<file path="src/rtl/fetch_step_ctrl_pkg.sv">
// Shared PC-source encodings and helpers for the fetch/next-PC stage.
package fetch_step_ctrl_pkg;

    localparam int unsigned XLEN = 32;

    // Next-PC source select, shared with the control unit
    localparam logic [1:0] PCSRC_P4 = 2'b00;
    localparam logic [1:0] PCSRC_BR = 2'b01;
    localparam logic [1:0] PCSRC_JR = 2'b10;
    localparam logic [1:0] PCSRC_J  = 2'b11;

    // Debounced button state
    typedef enum logic {
        DB_RELEASED = 1'b0,
        DB_PRESSED  = 1'b1
    } db_state_e;

    // Sign-extended word offset of a branch, in bytes
    function automatic logic [XLEN-1:0] branch_disp(input logic [15:0] imm);
        return {{14{imm[15]}}, imm, 2'b00};
    endfunction

    // Jump target within the current 256 MB region
    function automatic logic [XLEN-1:0] jump_target(input logic [XLEN-1:0] pc4,
                                                   input logic [25:0]      idx);
        return {pc4[31:28], idx, 2'b00};
    endfunction

endpackage

</file>
<file path="src/rtl/fetch_step_ctrl_debounce.sv">
// Push-button synchroniser and debouncer producing a level and a rising-edge pulse.
module btn_debounce
    import fetch_step_ctrl_pkg::*;
#(
    parameter int unsigned DEBOUNCE_CYCLES = 1_000_000
) (
    input  logic clk,
    input  logic clrn,
    input  logic btn_raw,
    output logic level,
    output logic rise_pulse
);

    localparam int unsigned CNT_W = (DEBOUNCE_CYCLES > 1) ? $clog2(DEBOUNCE_CYCLES) : 1;
    localparam logic [CNT_W-1:0] CNT_LAST = CNT_W'(DEBOUNCE_CYCLES - 1);

    logic [1:0]       sync_q;
    logic             btn_sync;
    db_state_e        state_q, state_d;
    logic [CNT_W-1:0] cnt_q, cnt_d;
    logic             rise_d;

    assign btn_sync = sync_q[1];
    assign level    = (state_q == DB_PRESSED);

    // Two-flop synchroniser for the asynchronous button
    always_ff @(posedge clk or negedge clrn) begin
        if (!clrn) sync_q <= 2'b00;
        else       sync_q <= {sync_q[0], btn_raw};
    end

    // Debounce state, stability counter and edge pulse registers
    always_ff @(posedge clk or negedge clrn) begin
        if (!clrn) begin
            state_q    <= DB_RELEASED;
            cnt_q      <= '0;
            rise_pulse <= 1'b0;
        end else begin
            state_q    <= state_d;
            cnt_q      <= cnt_d;
            rise_pulse <= rise_d;
        end
    end

    // Accept a new level only after it has been stable for the full window
    always_comb begin
        state_d = state_q;
        cnt_d   = '0;
        rise_d  = 1'b0;
        case (state_q)
            DB_RELEASED: begin
                if (btn_sync) begin
                    if (cnt_q == CNT_LAST) begin
                        state_d = DB_PRESSED;
                        rise_d  = 1'b1;
                    end else begin
                        cnt_d = cnt_q + CNT_W'(1);
                    end
                end
            end
            DB_PRESSED: begin
                if (!btn_sync) begin
                    if (cnt_q == CNT_LAST) state_d = DB_RELEASED;
                    else                   cnt_d   = cnt_q + CNT_W'(1);
                end
            end
            default: state_d = DB_RELEASED;
        endcase
    end

endmodule

</file>
<file path="src/rtl/fetch_step_ctrl.sv">
// Next-PC select and fetch pacing: auto-run ticks or debounced single steps.
module fetch_step_ctrl
    import fetch_step_ctrl_pkg::*;
#(
    parameter int unsigned DEBOUNCE_CYCLES = 1_000_000,
    parameter int unsigned RUN_DIV         = 100_000_000,
    parameter logic [31:0] PC_RESET        = 32'h0000_0000,
    parameter int unsigned ADDR_W          = 6
) (
    input  logic              clk,
    input  logic              clrn,
    input  logic              run_mode,
    input  logic              step_btn,
    input  logic              halt,
    input  logic [1:0]        pcsource,
    input  logic [31:0]       inst,
    input  logic [31:0]       ra,
    output logic [31:0]       pc,
    output logic [31:0]       pc4,
    output logic [ADDR_W-1:0] irom_addr,
    output logic              advance,
    output logic [15:0]       step_count
);

    localparam int unsigned     TICK_W    = $clog2(RUN_DIV);
    localparam logic [TICK_W-1:0] TICK_LAST = TICK_W'(RUN_DIV - 1);

    logic              btn_level;
    logic              step_pulse;
    logic [TICK_W-1:0] tick_cnt_q;
    logic              tick;
    logic              adv_req;
    logic              adv_go;
    logic [31:0]       next_pc;
    logic              unused_bits;

    btn_debounce #(
        .DEBOUNCE_CYCLES(DEBOUNCE_CYCLES)
    ) u_debounce (
        .clk       (clk),
        .clrn      (clrn),
        .btn_raw   (step_btn),
        .level     (btn_level),
        .rise_pulse(step_pulse)
    );

    assign unused_bits = ^{inst[31:26], btn_level};

    assign pc4       = pc + 32'd4;
    assign irom_addr = pc[ADDR_W+1:2];
    assign tick      = (tick_cnt_q == TICK_LAST);
    assign adv_req   = run_mode ? tick : step_pulse;
    assign adv_go    = adv_req & ~halt;

    // Auto-run divider, held at zero outside run mode
    always_ff @(posedge clk or negedge clrn) begin
        if (!clrn)                 tick_cnt_q <= '0;
        else if (!run_mode || tick) tick_cnt_q <= '0;
        else                       tick_cnt_q <= tick_cnt_q + TICK_W'(1);
    end

    // Next-PC select from the values present in the advancing cycle
    always_comb begin
        next_pc = pc4;
        case (pcsource)
            PCSRC_P4: next_pc = pc4;
            PCSRC_BR: next_pc = pc4 + branch_disp(inst[15:0]);
            PCSRC_JR: next_pc = ra;
            PCSRC_J:  next_pc = jump_target(pc4, inst[25:0]);
            default:  next_pc = pc4;
        endcase
    end

    // PC, advance pulse and saturating retired-instruction counter
    always_ff @(posedge clk or negedge clrn) begin
        if (!clrn) begin
            pc         <= PC_RESET;
            advance    <= 1'b0;
            step_count <= '0;
        end else begin
            advance <= adv_go;
            if (adv_go) begin
                pc <= next_pc;
                if (step_count != 16'hFFFF) step_count <= step_count + 16'd1;
            end
        end
    end

endmodule
</file>
<file path="config.mk">
export PLATFORM = sky130hd
export DESIGN_NAME = fetch_step_ctrl
export DESIGN_NICKNAME = d
export VERILOG_FILES = /design/src/rtl/fetch_step_ctrl_pkg.sv /design/src/rtl/fetch_step_ctrl_debounce.sv /design/src/rtl/fetch_step_ctrl.sv
export SDC_FILE = /design/constraint.sdc
export NUM_CORES = 1
export LEC_CHECK = 0
export CAP_MARGIN = 30
export CORE_MARGIN = 4
export CORE_UTILIZATION = 35
export DETAILED_ROUTE_END_ITERATION = 6
export GPL_TIMING_DRIVEN = 0
export SYNTH_ARGS = -nofsm -noshare
export SYNTH_HDL_FRONTEND = slang
export SYNTH_SLANG_ARGS = --single-unit
</file>
<file path="constraint.sdc">
create_clock -name clk -period 5.4 [get_ports clk]
set_clock_uncertainty 0.1 [all_clocks]
set_input_delay 0.81 -clock clk [delete_from_list [all_inputs] [get_ports clk]]
set_output_delay 0.81 -clock clk [all_outputs]
set_load 0.05 [all_outputs]
</file>
==> metrics <==
CP max FO=6; min-delay worst type=flip-flop to flip-flop; Post-CTS Hold Buffers=0; post-synthesis cell count=792; first-pass GRT wire length=35.2 mm; maxcap violations=0; Final Hold Viols=0; CP startpoint kind=flip-flop; ANT nets after route=0; initial antenna violation count=1; yosys warns=0; Final Max Slew Viols=0; status=completed; Initial DRC Count=343; Netlist cell types=70; Core Rows=52; HPWL Detailed=16.8 mm; initial core utilization=0.357; share of cells above drive strength 1=0.0780; final setup fails=0; multi-input logic area=4510 µm²; WS Path Type=flip-flop to flip-flop; Worst-path clk slew=80 ps; CTS buffer count=9; sequential cell area=2500 µm²; number of remaining DRC errors=0; ys async rst share=1.00; CTS tree=built; Syn Area/Cell=9.16 µm²; die area=23,100 µm²; Area Growth Syn to Fin=30.1%; placed cells=1,214; routed via count=6,456; largest net degree at the start of global routing=64; most common flop cell mapped by yosys=dfrtp_1; CTS Root Cell=clkbuf_16; Seq/Total Area, Yosys=0.345; CTS sink count=100; grt ovf=0; CTS H-tree depth=3; routed len/inst=18.0 µm; Critical Path RT=5550 ps; vias in the first global route=6,403; Post-Route WL=22.2 mm; Non-Filler Instances=1,231; n_diodes=0; Hold WS=258 ps; leakage power=4.18 nW; final period demand of the worst path=4960 ps; Bufs on Longest Clock Path=2; area share of the largest cell type after synthesis=0.345; Synth area leaders=dfrtp_1 (35%), xnor2_1 (7.5%), ha_1 (7.1%), xor2_1 (5.7%), mux4_2 (5.3%); Die W=152 µm; relative slew slack=0.346; most common cell after layout, fill and taps aside=clkdlybuf4s50_1; RSZ-0062 raised after global routing=false; number of synthesized flops with an enable pin=0; Peak Freq=202 MHz; Tot Pwr=1.62 mW; peak supply drop=0.118 mV; post-synthesis instance area=7250 µm²; syn nets=905; nets@finish=1,069; DR pass1 iterations=5; Worst-Margin Slew=978 ps; Avg Vias per Cell=5.24; worst skew pair latency=360 ps; die outline height=152 µm; core area=20,300 µm²; final period utilization=0.918; CP arrival=5100 ps; CP endpoint kind=flip-flop; GRT Total Usage=0.189; Ports=158; area leader, netlist=dfrtp_1; commonest non-fill, non-tap cells in the layout=clkdlybuf4s50_1 (149), dfrtp_1 (100), nand2_1 (93); routability cong.=0.927; # port buffers=150; FF+latch count, synth=100; Cell Pwr Density=171 nW/µm²; Fillers=1,990
-- synthesized netlist by cell type (3+ instances only) --
cell and n:
dfrtp_1 100, nand2_1 93, nor2_1 90, xnor2_1 62
xor2_1 47, nand3_1 43, ha_1 41, a21oi_1 40
o21ai_0 32, and3_1 21, clkbuf_1 18, inv_1 17
mux4_2 17, a21o_1 14, nor3_1 13, nand4_1 12
mux2i_1 10, mux2_2 9, buf_4 8, and4_1 6
and2_1 5, nand2b_1 5, nor2b_1 5, a221o_1 4
a22o_1 4, a31oi_1 4, buf_1 4, or3_1 4
buf_2 3, nor3b_1 3, o211ai_1 3, o21a_1 3
o221ai_1 3, o22ai_1 3
-- per-stage QoR --
stage | utilization | setup WS [ps] | TNS [ps] | area, µm²
after floorplan | - | 254 | 0 | 7250
after global placement | 0.448 | -727 | -71590 | 9090
after detailed placement | 0.450 | 164 | 0 | 9130
after CTS | 0.464 | 115 | 0 | 9420
after global routing | 0.465 | 122 | 0 | 9440
final | 0.465 | 443 | 0 | 9440
-- worst paths after layout --
kind / startpoint / endpoint / slack, ps / cells after the start
worst max-delay path: pc[2] / pc[21] / 440 / 15
worst min-delay path: u_debounce.sync_q[0] / u_debounce.sync_q[1] / 260 / 0
worst max register to register: pc[2] / pc[21] / 440 / 15
worst min register to register: u_debounce.sync_q[0] / u_debounce.sync_q[1] / 260 / 0
max in group asynchronous: clrn / pc[1] / 4190 / 2
min in group asynchronous: clrn / tick_cnt_q[14] / 320 / 1
-- final cells by class --
type,instances,share of cell area
clock buffer,10,0.0253
sequential,100,0.265
inverter,17,0.00676
timing repair buffer,153,0.164
buffer,35,0.0191
tap,270,0.0358
multi-input combinational,640,0.478
clock inverter,6,0.00557
-- power breakdown --
part	internal [mW]	switching [mW]	total (mW)
combinational	0.0992	0.100	0.199
clock	0.335	0.326	0.661
sequential	0.752	0.00430	0.757
total	1.19	0.430	1.62
-- layer usage --
layer,global-route usage,up-vias,routed length [µm]
met2,0.319,183,10600
met3,0.0239,28,957
li1,-,3133,-
met5,0,-,11
met1,0.251,3110,10100
met4,0.0625,2,495
-- repair_timing --
action | 4_1_cts | 5_1_grt
setup endpoints to repair | 0 | 2
gates resized for setup | 0 | 2
buffers inserted | 0 | 0
-- registers in the layout, indices dropped and copies added (netlist names), named ones only --
| signal | cells |
|---|---|
| u_debounce.sync_q | 2 |
| advance | 1 |
| pc | 32 |
| u_debounce.cnt_q | 20 |
| tick_cnt_q | 27 |
| u_debounce.rise_pulse | 1 |
| step_count | 16 |
-- cell families (layout without fill, tap and decap cells) --
group / count (synthesis) / after routing / share of synthesized area
buffers and inverters: 52 / 221 / 0.0336
adders and majority gates: 42 / 42 / 0.0735
AOI/OAI and AO/OA: 137 / 137 / 0.125
xor gates and xnor gates: 109 / 109 / 0.132
DFF: 100 / 100 / 0.345
muxes: 37 / 37 / 0.0826
and+or+nand+nor: 315 / 315 / 0.208
-- worst max-delay path: stages, from the launching register on --
cell and delay [ps]:
dfrtp_1 530, ha_1 250, nand3_1 170, nor3_2 440, nor2b_1 250, and2_1 240
xor2_1 320, ha_1 270, nand2_1 60, o21ai_0 370, o21ai_0 260, a211oi_1 570
nor2_1 110, xnor2_1 180, mux4_2 450, mux2_2 270
Power figures use the tool's default switching activity.
